### src/rtl/wb_arbiter_pkg.sv
// rtl/wb_arbiter_pkg.sv - shared configuration for the writeback arbiter
package wb_arbiter_pkg;

  localparam int   XLEN_DEF           = 32;
  localparam int   XREG_ADDRWIDTH_DEF = 5;
  localparam int   STARVE_LIMIT_DEF   = 4;
  localparam logic RST_ENABLE         = 1'b1;
  localparam logic TRUE               = 1'b1;
  localparam logic FALSE              = 1'b0;

endpackage

### src/rtl/wb_arbiter_if.sv
// rtl/wb_arbiter_if.sv - pipeline/MDU writeback request and register file write bundle
interface wb_arbiter_if
  import wb_arbiter_pkg::*;
#(
  parameter int XLEN           = XLEN_DEF,
  parameter int XREG_ADDRWIDTH = XREG_ADDRWIDTH_DEF
) ();

  logic [XLEN-1:0]           pipe_rd;
  logic                      pipe_rd_en;
  logic [XREG_ADDRWIDTH-1:0] pipe_rd_addr;
  logic                      mdu_valid;
  logic [XLEN-1:0]           mdu_rd;
  logic [XREG_ADDRWIDTH-1:0] mdu_rd_addr;
  logic                      mdu_ready;
  logic                      stall_req;
  logic [XLEN-1:0]           wb_rd;
  logic                      wb_en;
  logic [XREG_ADDRWIDTH-1:0] wb_addr;

  modport slave (
    input  pipe_rd, pipe_rd_en, pipe_rd_addr,
    input  mdu_valid, mdu_rd, mdu_rd_addr,
    output mdu_ready, stall_req,
    output wb_rd, wb_en, wb_addr
  );

  modport master (
    output pipe_rd, pipe_rd_en, pipe_rd_addr,
    output mdu_valid, mdu_rd, mdu_rd_addr,
    input  mdu_ready, stall_req,
    input  wb_rd, wb_en, wb_addr
  );

endinterface

### src/rtl/wb_arbiter.sv
// rtl/wb_arbiter.sv - register file write port arbiter between pipeline writeback and MDU
module wb_arbiter
  import wb_arbiter_pkg::*;
#(
  parameter int XLEN           = XLEN_DEF,
  parameter int XREG_ADDRWIDTH = XREG_ADDRWIDTH_DEF,
  parameter int STARVE_LIMIT   = STARVE_LIMIT_DEF
) (
  input  logic          clk,
  input  logic          rst,
  wb_arbiter_if.slave   bus
);

  localparam logic [0:0] PIPE_PRI = 1'b0;
  localparam logic [0:0] MDU_PRI  = 1'b1;
  localparam int         CNT_W    = $clog2(STARVE_LIMIT + 1);
  localparam logic [CNT_W-1:0] LIMIT = CNT_W'(STARVE_LIMIT);

  logic [0:0]                state_q, state_d;
  logic [CNT_W-1:0]          starve_cnt_q, starve_cnt_d;
  logic [CNT_W-1:0]          cnt_inc;
  logic [XLEN-1:0]           wb_rd_q, wb_rd_d;
  logic                      wb_en_q, wb_en_d;
  logic [XREG_ADDRWIDTH-1:0] wb_addr_q, wb_addr_d;
  logic                      pipe_req;
  logic                      mdu_ready;
  logic                      stall_req;
  logic                      mdu_xfer;
  logic                      mdu_denied;

  always_comb begin
    pipe_req = bus.pipe_rd_en && (bus.pipe_rd_addr != '0);
    mdu_ready = FALSE;
    stall_req = FALSE;
    // Handshake outputs are held low during reset so nothing transfers unregistered.
    if (rst != RST_ENABLE) begin
      if (state_q == MDU_PRI) begin
        mdu_ready = bus.mdu_valid;
        stall_req = bus.mdu_valid && pipe_req;
      end else begin
        mdu_ready = bus.mdu_valid && !pipe_req;
      end
    end
    mdu_xfer   = bus.mdu_valid && mdu_ready;
    mdu_denied = bus.mdu_valid && !mdu_ready;
  end

  always_comb begin
    cnt_inc = (starve_cnt_q == LIMIT) ? starve_cnt_q : starve_cnt_q + 1'b1;

    state_d = state_q;
    if (state_q == PIPE_PRI) begin
      if (mdu_denied && (cnt_inc == LIMIT)) begin
        state_d = MDU_PRI;
      end
    end else if (mdu_xfer || !bus.mdu_valid) begin
      state_d = PIPE_PRI;
    end

    starve_cnt_d = starve_cnt_q;
    if (mdu_xfer || !bus.mdu_valid) begin
      starve_cnt_d = '0;
    end else if (state_q == MDU_PRI && state_d == PIPE_PRI) begin
      starve_cnt_d = '0;
    end else if (mdu_denied) begin
      starve_cnt_d = cnt_inc;
    end
  end

  always_comb begin
    wb_en_d   = FALSE;
    wb_addr_d = '0;
    wb_rd_d   = '0;
    // An MDU result to x0 still completes its handshake but never writes.
    if (mdu_xfer && (bus.mdu_rd_addr != '0)) begin
      wb_en_d   = TRUE;
      wb_addr_d = bus.mdu_rd_addr;
      wb_rd_d   = bus.mdu_rd;
    end else if (pipe_req && !stall_req) begin
      wb_en_d   = TRUE;
      wb_addr_d = bus.pipe_rd_addr;
      wb_rd_d   = bus.pipe_rd;
    end
  end

  always_ff @(posedge clk) begin
    if (rst == RST_ENABLE) begin
      state_q      <= PIPE_PRI;
      starve_cnt_q <= '0;
      wb_en_q      <= FALSE;
      wb_addr_q    <= '0;
      wb_rd_q      <= '0;
    end else begin
      state_q      <= state_d;
      starve_cnt_q <= starve_cnt_d;
      wb_en_q      <= wb_en_d;
      wb_addr_q    <= wb_addr_d;
      wb_rd_q      <= wb_rd_d;
    end
  end

  assign bus.mdu_ready = mdu_ready;
  assign bus.stall_req = stall_req;
  assign bus.wb_en     = wb_en_q;
  assign bus.wb_addr   = wb_addr_q;
  assign bus.wb_rd     = wb_rd_q;

endmodule

### src/flat_wrapper.sv
// flat-port wrapper written by rule: the top's interface ports become plain ports
module wb_arbiter_flat import wb_arbiter_pkg::*;
#(
  parameter int XLEN           = XLEN_DEF,
  parameter int XREG_ADDRWIDTH = XREG_ADDRWIDTH_DEF,
  parameter int STARVE_LIMIT   = STARVE_LIMIT_DEF
)
  (clk, rst, bus_pipe_rd, bus_pipe_rd_en, bus_pipe_rd_addr, bus_mdu_valid, bus_mdu_rd, bus_mdu_rd_addr, bus_mdu_ready, bus_stall_req, bus_wb_rd, bus_wb_en, bus_wb_addr);
  wb_arbiter_if #(.XLEN(XLEN), .XREG_ADDRWIDTH(XREG_ADDRWIDTH)) bus_i ();
  input  logic clk;
  input  logic rst;
  input wire logic [$bits(bus_i.pipe_rd)-1:0] bus_pipe_rd;
  input wire logic [$bits(bus_i.pipe_rd_en)-1:0] bus_pipe_rd_en;
  input wire logic [$bits(bus_i.pipe_rd_addr)-1:0] bus_pipe_rd_addr;
  input wire logic [$bits(bus_i.mdu_valid)-1:0] bus_mdu_valid;
  input wire logic [$bits(bus_i.mdu_rd)-1:0] bus_mdu_rd;
  input wire logic [$bits(bus_i.mdu_rd_addr)-1:0] bus_mdu_rd_addr;
  output wire logic [$bits(bus_i.mdu_ready)-1:0] bus_mdu_ready;
  output wire logic [$bits(bus_i.stall_req)-1:0] bus_stall_req;
  output wire logic [$bits(bus_i.wb_rd)-1:0] bus_wb_rd;
  output wire logic [$bits(bus_i.wb_en)-1:0] bus_wb_en;
  output wire logic [$bits(bus_i.wb_addr)-1:0] bus_wb_addr;
  assign bus_i.pipe_rd = bus_pipe_rd;
  assign bus_i.pipe_rd_en = bus_pipe_rd_en;
  assign bus_i.pipe_rd_addr = bus_pipe_rd_addr;
  assign bus_i.mdu_valid = bus_mdu_valid;
  assign bus_i.mdu_rd = bus_mdu_rd;
  assign bus_i.mdu_rd_addr = bus_mdu_rd_addr;
  assign bus_mdu_ready = bus_i.mdu_ready;
  assign bus_stall_req = bus_i.stall_req;
  assign bus_wb_rd = bus_i.wb_rd;
  assign bus_wb_en = bus_i.wb_en;
  assign bus_wb_addr = bus_i.wb_addr;
  wb_arbiter #(.XLEN(XLEN), .XREG_ADDRWIDTH(XREG_ADDRWIDTH), .STARVE_LIMIT(STARVE_LIMIT)) u_core (.clk(clk), .rst(rst), .bus(bus_i));
endmodule
### config.mk
export PLATFORM = sky130hd
export DESIGN_NAME = wb_arbiter_flat
export DESIGN_NICKNAME = d
export VERILOG_FILES = /design/src/rtl/wb_arbiter_pkg.sv /design/src/rtl/wb_arbiter_if.sv /design/src/rtl/wb_arbiter.sv /design/src/flat_wrapper.sv
export SDC_FILE = /design/constraint.sdc
export NUM_CORES = 1
export LEC_CHECK = 0
export ABC_AREA = 1
export BUFFER_PORTS_ARGS = -buffer_cell sky130_fd_sc_hd__buf_2
export CORE_ASPECT_RATIO = 1.5
export CORE_MARGIN = 4
export CORE_UTILIZATION = 44
export DETAILED_ROUTE_END_ITERATION = 10
export PLACE_DENSITY = 0.9
export SYNTH_ARGS = -nofsm -noshare
export SYNTH_HDL_FRONTEND = slang
export SYNTH_SLANG_ARGS = --single-unit
### constraint.sdc
create_clock -name clk -period 2.3 [get_ports clk]
set_input_delay 0.575 -clock clk [delete_from_list [all_inputs] [get_ports clk]]
set_output_delay 0.575 -clock clk [all_outputs]
set_load 0.02 [all_outputs]
After elaboration in Yosys (flattened, before gate mapping)
Cells that the tools add are included.
Cells by class
  add/sub/neg operators: 1
  equal/unequal tests: 2
  multiplexer cells: 14
  bitwise gates (word level): 1
  reduce and logical (&&, ||, !) cells: 17
Operators by type and width (count)
  $mux 32: 2
  $mux 5: 2
  $reduce_bool 5->1: 2
  $logic_and 1x1->1: 9
  $mux 1: 9
  $eq 3x3->1 const B: 2
  $logic_not 1->1: 4
  $add 3x1->3 const B: 1
  $mux 3: 1
  $reduce_or 3->1: 1
  $logic_or 1x1->1: 1
  $not 1->1: 1
Storage, ports and cells
  register bits: 42
  input bits: 78
  output and inout bits: 40
  word-level logic and storage cells: 40

Logic depth before layout (Yosys ltp)
Gate-level depths: netlist of the first run.
  word-level depth: 14
  gate-level depth with buffers: 8
  gate-level depth less buffers: 8

Worst setup path before layout of the first run
Ideal clock, no wire load.
  path type: input -> output
  from: input port bus_mdu_valid
  to: output port bus_stall_req
  data arrival time: 1.415 ns
  required time: 1.725 ns
  setup slack: 0.310 ns
  stages on the path: 6
  buffers on the path: 2
  cell sequence: inv_1 nor2_2 buf_6 buf_2 nand2_1 nor2_1
On the way
  word-level cells in the longest chain between the ends: 3
RTL lines
  start, declared: RTL line flat_wrapper.sv:15  | input wire logic [$bits(bus_i.mdu_valid)-1:0] bus_mdu_valid;
  $logic_and 1x1->1: RTL line wb_arbiter.sv:39  | stall_req = bus.mdu_valid && pipe_req;
  $mux 1: RTL line wb_arbiter.sv:37  | if (state_q == MDU_PRI) begin
  $mux 1: RTL line wb_arbiter.sv:36  | if (rst != RST_ENABLE) begin
  end, declared: RTL line flat_wrapper.sv:19  | output wire logic [$bits(bus_i.stall_req)-1:0] bus_stall_req;
Every way passes these cells.

Worst setup path in the final report of the first run
  from: input port bus_pipe_rd_addr[0]
  to: output port bus_mdu_ready
On the way
  word-level cells in the longest chain between the ends: 6
RTL lines
  start, declared: RTL line flat_wrapper.sv:14  | input wire logic [$bits(bus_i.pipe_rd_addr)-1:0] bus_pipe_rd_addr;
  $reduce_bool 5->1: RTL line wb_arbiter.sv:32  | pipe_req = bus.pipe_rd_en && (bus.pipe_rd_addr != '0);
  $logic_and 1x1->1: RTL line wb_arbiter.sv:32
  $logic_not 1->1: RTL line wb_arbiter.sv:41  | mdu_ready = bus.mdu_valid && !pipe_req;
  $logic_and 1x1->1: RTL line wb_arbiter.sv:41
  $mux 1: RTL line wb_arbiter.sv:37
  $mux 1: RTL line wb_arbiter.sv:36
  end, declared: RTL line flat_wrapper.sv:18  | output wire logic [$bits(bus_i.mdu_ready)-1:0] bus_mdu_ready;
Every way passes these cells.

==> metrics.md, run 1 <==
| Metric | Value |
|---|---|
| Number of vias per cell after detailed routing | 5.18 |
| List of cells traversed by the critical path | buf_2, nor2_1, nand3_2, nand3_2, nand2_1, inv_1, buf_2 |
| Cell type of the slowest stage on the worst timing path | sky130_fd_sc_hd__buf_2 |
| Buffers and inverters on the worst path | 3 |
| LEAKAGE | 1.22 nW |
| Part of the total power dissipated in the clock network | 32.1% |
| Largest driver fanout on the critical path | 4 |
| Number of input and output port buffers inserted | 117 |
| Max stage delay on crit path | 0.18 ns |
| Total count of max-transition violations in the final report | 0 |
| Final setup slack of the worst path | 0.319 ns |
| Post-synth top area cell | sky130_fd_sc_hd__dfxtp_1 |
| Die Outline Area | 0.00496 mm² |
| Global route overflow | 0 |
| CTS HTree Levels | 2 |
| Final Wtd Congestion | 0.735 |
| Area share of the largest cell type after synthesis | 49.3% |
| DRC Markers | 0 |
| Clock tree buffer depth | 2 |
| Netlist Area Pre-Place | 0.00171 mm² |
| Clk slew on worst S/H paths | 0.08 ns |
| ANT nets after route | 0 |
| Inserted Clock Buffers | 5 |
| # setup viols final | 0 |
| Fraction of final layout cells sized beyond drive strength 1 | 41.9% |
| Initial DRT Pass Iterations | 5 |
| Ratio of total power to cell area | 644 mW/mm² |
| Average wire per standard cell | 13.6 µm |
| Global-route wire length before repair | 8.15 mm |
| Class of the most critical hold timing path | register to register |
| Part of the Yosys area used for sequential elements | 49.3% |
| Cells after Synth | 212 |
| Share of the core filled with cells | 64.4% |
| Endpoint class of the critical path | output port |
| Final worst-path cycle share | 86.1% |
| Switching power as a share of total power | 27.6% |
| Antenna diodes | 0 |
| Synth Register Bits | 42 |
| Chip Height | 84.3 µm |
| Leading cell types by total area after synthesis | sky130_fd_sc_hd__dfxtp_1, sky130_fd_sc_hd__nand4_1, sky130_fd_sc_hd__a21oi_1, sky130_fd_sc_hd__nand2_1, sky130_fd_sc_hd__inv_1 |
| Data arrival time of the worst path | 1.41 ns |
| Actual slew at the worst max-slew pin | 0.383 ns |
| Final TNS setup | 0 ns |
| Count of distinct cell types in the synthesized netlist | 19 |
| Overall via count from detail_route | 1,916 |
| Average cell area after synthesis | 8.05 µm² |
| Std-Cell Core Area | 0.00372 mm² |
| Initial antenna violation count | 0 |
| Pin count of the biggest net entering global routing | 39 |
| Clk sinks | 42 |
| Global-route usage over all layers | 20.8% |
| Highest attainable clock frequency | 0.505 GHz |
| Number of gates resized after CTS | 0 |
| Critical path startpoint category | input pin |
| Run status | finished, final reports clean |
| HPWL after detailed placement | 3.76 mm |
| Slew headroom | 74.5% |
| Cell type group with the largest total delay on the critical path | buffers and inverters |
| Setup repair after global routing missed its margin | no |
| Final WL | 5.03 mm |
| Number of primary I/O pins | 118 |
| Horizontal die dimension | 58.9 µm |
| CTS tree | done |
| Number of warnings reported in the yosys synthesis log | 0 |
| Internal power summed over all cells | 1.12 mW |
| Most common cell after layout, fill and taps aside | sky130_fd_sc_hd__buf_2 |
| WS Path Type | input pin to output port |
| Combinational group share of total power | 17.7% |
| Initial core utilization | 45.9% |
| Vias in the first global route | 1,910 |
| Max-cap check violation count | 0 |
| Number of hold violations in the final report | 0 |
| # rows | 27 |
| Number of buffers inserted by post-CTS setup repair | 0 |
| Sequential Power Share | 50.2% |
| Switching pwr | 426 µW |
| Drt initial violations | 81 |
| Crit path time final | 1.98 ns |
| Setup WS pre-CTS | 0.307 ns |
| Worst supply voltage drop on vdd | 0.429 mV |
| Req. time, crit path | 1.73 ns |
| Source-to-sink clock delay at the later pin of the worst-skew pair | 0.29 ns |
| Final net count | 406 |
| Commonest cells after routing, fill and taps aside | sky130_fd_sc_hd__buf_2, sky130_fd_sc_hd__nand2_1, sky130_fd_sc_hd__dfxtp_1, sky130_fd_sc_hd__a21oi_1, sky130_fd_sc_hd__nand4_1 |
| Hold buffers post-CTS | 0 |
| Root Driver | sky130_fd_sc_hd__clkbuf_8 |
| Final clock skew | 0.00754 ns |
| Number of nets produced by synthesis | 292 |
| Layout overhead on the synthesized area | 40.3% |
-- per-layer routing --
metal,GRT usage (%),up-vias,wire (µm)
met5,0,-,0
met4,11.1,0,108
met3,5.85,11,513
met2,36.8,113,2590
met1,21.1,835,1820
li1,-,957,-
-- sequential cells by signal, indices dropped and copies added (netlist names) --
signal and count:
u_core.state_q 1, u_core.bus.wb_addr 5, u_core.starve_cnt_q 3, u_core.bus.wb_rd 32
u_core.bus.wb_en 1
-- stage by stage --
stage                     hold slack [ns]  cell area (µm²)  instances  power (mW)
after global routing                0.509             2390        370        1.62
after detailed placement            0.506             2300        362        1.07
after CTS                           0.514             2390        370        1.55
after global placement              0.503             2300        362        1.06
after floorplan                     0.479             1710        212       0.945
final                               0.515             2390        370        1.54
-- path summary, 6_finish.rpt --
path | start | end | slack [ns] | cells after the start
worst max-delay path | bus_pipe_rd_addr[0] | bus_mdu_ready | 0.32 | 7
worst min register to register | u_core.starve_cnt_q[0] | u_core.starve_cnt_q[0] | 0.51 | 2
worst max register to register | u_core.starve_cnt_q[0] | u_core.starve_cnt_q[0] | 1.05 | 6
worst min-delay path | u_core.starve_cnt_q[0] | u_core.starve_cnt_q[0] | 0.51 | 2
-- worst min-delay path, delay by kind of cell, from the launching register on --
family / cells / cell delay, ns
flops: 1 / 0.35
compound gates: 1 / 0.05
simple gates: 1 / 0.07
-- synth_stat cells --
cell type / count
sky130_fd_sc_hd__a21oi_1: 39
sky130_fd_sc_hd__buf_6: 3
sky130_fd_sc_hd__nand3_1: 1
sky130_fd_sc_hd__clkbuf_1: 6
sky130_fd_sc_hd__dfxtp_1: 42
sky130_fd_sc_hd__nor2_2: 1
sky130_fd_sc_hd__inv_1: 10
sky130_fd_sc_hd__buf_4: 2
sky130_fd_sc_hd__buf_2: 7
sky130_fd_sc_hd__nor3_1: 1
sky130_fd_sc_hd__nand2_1: 50
sky130_fd_sc_hd__nand3_2: 2
sky130_fd_sc_hd__o21ai_0: 2
sky130_fd_sc_hd__a21oi_2: 1
sky130_fd_sc_hd__nor2_1: 6
sky130_fd_sc_hd__xor2_1: 1
sky130_fd_sc_hd__ha_1: 2
sky130_fd_sc_hd__xnor2_1: 1
sky130_fd_sc_hd__nand4_1: 35
-- logic make-up after synthesis --
family | share of synthesized area (%)
AOI/OAI and AO/OA | 12.5
xor gates and xnor gates | 1.03
adders and majority gates | 1.47
buffers and inverters | 8.43
DFF | 49.3
and+or+nand+nor | 27.3
-- layout make-up --
class,instances,area (µm²)
Multi-Input combinational cell,142,722
Clock inverter,2,12.5
Timing Repair Buffer,125,646
Sequential cell,42,841
Inverter,10,37.5
Fill cell,350,1320
Tap cell,43,53.8
Clock buffer,6,82.6
-- power groups by stage --
stage          clock network, mW  logic [mW]  registers [mW]
5_1_grt                    0.537       0.303           0.778
2_1_floorplan                  0       0.107           0.838
4_1_cts                    0.505       0.275           0.775
3_5_place_dp                   0       0.274           0.792
3_3_place_gp                   0       0.268           0.790
6_report                   0.495       0.274           0.774
Power figures use the tool's default switching activity.
==> run 2: changes to the inputs <==
==> constraint.sdc (replaced) <==
create_clock -name clk -period 2.3 [get_ports clk]
set_input_delay 0.46 -clock clk [delete_from_list [all_inputs] [get_ports clk]]
set_output_delay 0.46 -clock clk [all_outputs]
set_load 0.02 [all_outputs]
==> run 2 against run 1 <==
Compared with the run above: fmax increased by 11%; cell area down 0.78%; sequential share of layout area is 0.28 points higher; clock power fell by 4.4%; power shrank 1.5%; cell count decreased by 0.54%; via count shrank 0.16%; critical endpoint unchanged; largest cell class unchanged.
==> metrics.md, run 2 (synthesized netlist as in run 1, its figures left out) <==
| Metric | Value |
|---|---|
| Die Outline Area | 0.00496 mm² (unchanged) |
| DRC Markers | 0 (unchanged) |
| Number of hold violations in the final report | 0 (unchanged) |
| Horizontal die dimension | 58.9 µm (unchanged) |
| Setup repair after global routing missed its margin | no |
| Hold buffers post-CTS | 0 (unchanged) |
| Number of fill cells | 360 (+2.9%) |
| Actual slew at the worst max-slew pin | 0.606 ns (+0.223 ns) |
| Worst supply voltage drop on vdd | 0.593 mV (+38%) |
| Final WL | 4.97 mm (-1.2%) |
| Average wire per standard cell | 13.5 µm (-0.66%) |
| Clk slew on worst S/H paths | 0.08 ns (about the same) |
| Last element of the critical path | bus_mdu_ready |
| Crit path time final | 1.78 ns (-0.201 ns) |
| Chip Height | 84.3 µm (unchanged) |
| Crit. Startpoint | bus_pipe_rd_addr[0] |
| Layout overhead on the synthesized area | 39.2% |
| Final setup slack of the worst path | 0.520 ns (+0.201 ns) |
| CTS HTree Levels | 2 (unchanged) |
| Non-filler instance count after layout | 368 (-0.54%) |
| Critical path startpoint category | input pin |
| Source of the worst register-to-register timing path | u_core.state_q |
| Largest driver fanout on the critical path | 4 (unchanged) |
| Final TNS setup | 0 ns (unchanged) |
| Number of primary I/O pins | 118 (unchanged) |
| Most common cell after layout, fill and taps aside | sky130_fd_sc_hd__buf_2 |
| Final Wtd Congestion | 0.742 (+0.94%) |
| Class of the most critical hold timing path | input pin to register |
| Setup WS pre-CTS | 0.375 ns (+0.0680 ns) |
| ANT nets after route | 0 (unchanged) |
| # rows | 27 (unchanged) |
| Drt initial violations | 84 (+3.7%) |
| Final clock skew | 0.00425 ns (-0.00328 ns) |
| # setup viols final | 0 (unchanged) |
| Hold-critical path depth | 3 (+1) |
| Worst Min Path Start | bus_pipe_rd[30] |
| Req. time, crit path | 1.84 ns (+0.11 ns) |
| CTS tree | done |
| Placed Cells incl. Taps | 360 (-0.55%) |
| Number of vias per cell after detailed routing | 5.20 (+0.39%) |
| Flip-flop count of the largest register after layout | 32 (unchanged) |
| LEAKAGE | 1.21 nW (-0.65%) |
| Max-cap check violation count | 0 (unchanged) |
| Overall via count from detail_route | 1,913 (-0.16%) |
| Global route overflow | 0 (unchanged) |
| Cell Area, Placed | 0.00228 mm² (-0.65%) |
| Reg2Reg Setup Slack | 0.75 ns (-0.30 ns) |
| Global-route wire length before repair | 7.98 mm (-2.1%) |
| Number of buffers inserted by post-CTS setup repair | 0 (unchanged) |
| Ratio of total power to cell area | 640 mW/mm² (-0.72%) |
| Data arrival time of the worst path | 1.32 ns (-0.09 ns) |
| Clock tree buffer depth | 2 (unchanged) |
| Source-to-sink clock delay at the later pin of the worst-skew pair | 0.28 ns (about the same) |
| Fraction of final layout cells sized beyond drive strength 1 | 41.2% (-0.67 points) |
| Pin count of the biggest net entering global routing | 39 (unchanged) |
| Sequential cell area | 841 µm² (unchanged) |
| Highest attainable clock frequency | 0.562 GHz (+11%) |
| Clk sinks | 42 (unchanged) |
| Area used by multi-input combinational logic | 722 µm² (unchanged) |
| Global-route usage over all layers | 20.2% (-0.59 points) |
| Number of input and output port buffers inserted | 117 (unchanged) |
| Antenna diodes | 0 (unchanged) |
| Final worst-path cycle share | 77.4% (-8.8 points) |
| Run status | finished, final reports clean |
| Minimum hold slack | 0.420 ns (-0.0953 ns) |
| Endpoint of the most critical register-to-register path | u_core.bus.wb_rd[18] |
| Total count of max-transition violations in the final report | 0 (unchanged) |
| Share of the core filled with cells | 63.9% (-0.50 points) |
| Total power | 1.52 mW (-1.5%) |
| Final net count | 404 (-0.49%) |
| Vias in the first global route | 1,887 (-1.2%) |
| Endpoint class of the critical path | output port |
| Inserted Clock Buffers | 5 (unchanged) |
| Number of gates resized after CTS | 0 (unchanged) |
| Root Driver | sky130_fd_sc_hd__clkbuf_8 |
| Std-Cell Core Area | 0.00372 mm² (unchanged) |
| Final design instance area without fill | 0.00238 mm² (-0.78%) |
| HPWL after detailed placement | 3.76 mm (about the same) |
| Initial DRT Pass Iterations | 4 (-1) |
| WS Path Type | input pin to output port |
| Slew headroom | 59.6% (-15 points) |
| Commonest cells after routing, fill and taps aside | sky130_fd_sc_hd__buf_2, sky130_fd_sc_hd__nand2_1, sky130_fd_sc_hd__dfxtp_1, sky130_fd_sc_hd__a21oi_1, sky130_fd_sc_hd__nand4_1 |
| Initial antenna violation count | 0 (unchanged) |
| Initial core utilization | 45.9% (unchanged) |
| R2r worst-path depth | 4 (-2) |
-- run 2: cell types whose count changed in the layout (fill, tap and decap cells not counted), sizes merged --
cell,before,now
clkinvlp,1,0
buf,125,123
clkbuf,6,7
-- run 2: power breakdown --
group / internal (mW) / switching [mW] / leakage, nW / total [mW]
sequential: 0.765 / 0.00965 / 0.346 / 0.775
clock: 0.242 / 0.231 / 0.0482 / 0.473
combinational: 0.110 / 0.162 / 0.818 / 0.272
total: 1.12 / 0.403 / 1.21 / 1.52
-- run 2: critical path, cell delays in order --
cell and delay, ns:
sky130_fd_sc_hd__buf_2 0.10, sky130_fd_sc_hd__nor2_1 0.16, sky130_fd_sc_hd__nand3_2 0.11, sky130_fd_sc_hd__nand3_2 0.08
sky130_fd_sc_hd__nand2_1 0.09, sky130_fd_sc_hd__inv_1 0.13, sky130_fd_sc_hd__buf_2 0.18
-- run 2: area by class of cell --
class                           instances  area share, %
Clock inverter                          1          0.211
Clock buffer                            7           3.63
Multi-Input combinational cell        142           30.4
Sequential cell                        42           35.4
Timing Repair Buffer                  123           26.5
Tap cell                               43           2.26
Inverter                               10           1.58
-- run 2: how the worst min path moves through the flow --
stage / to / slack [ns]
final: u_core.bus.wb_rd[30] / 0.42
after global routing: u_core.bus.wb_rd[30] / 0.41
after CTS: u_core.bus.wb_rd[30] / 0.41
after detailed placement: u_core.starve_cnt_q[0] / 0.52
after global placement: u_core.starve_cnt_q[0] / 0.50
after floorplan: u_core.starve_cnt_q[0] / 0.48
-- run 2: metal layers --
metal,share of wire [%],vias up,global-route usage (%)
met5,0,-,0
met4,1.1,0,6.19
met3,10,6,5.85
met2,52,90,36.9
met1,37,860,21.5
li1,-,957,-
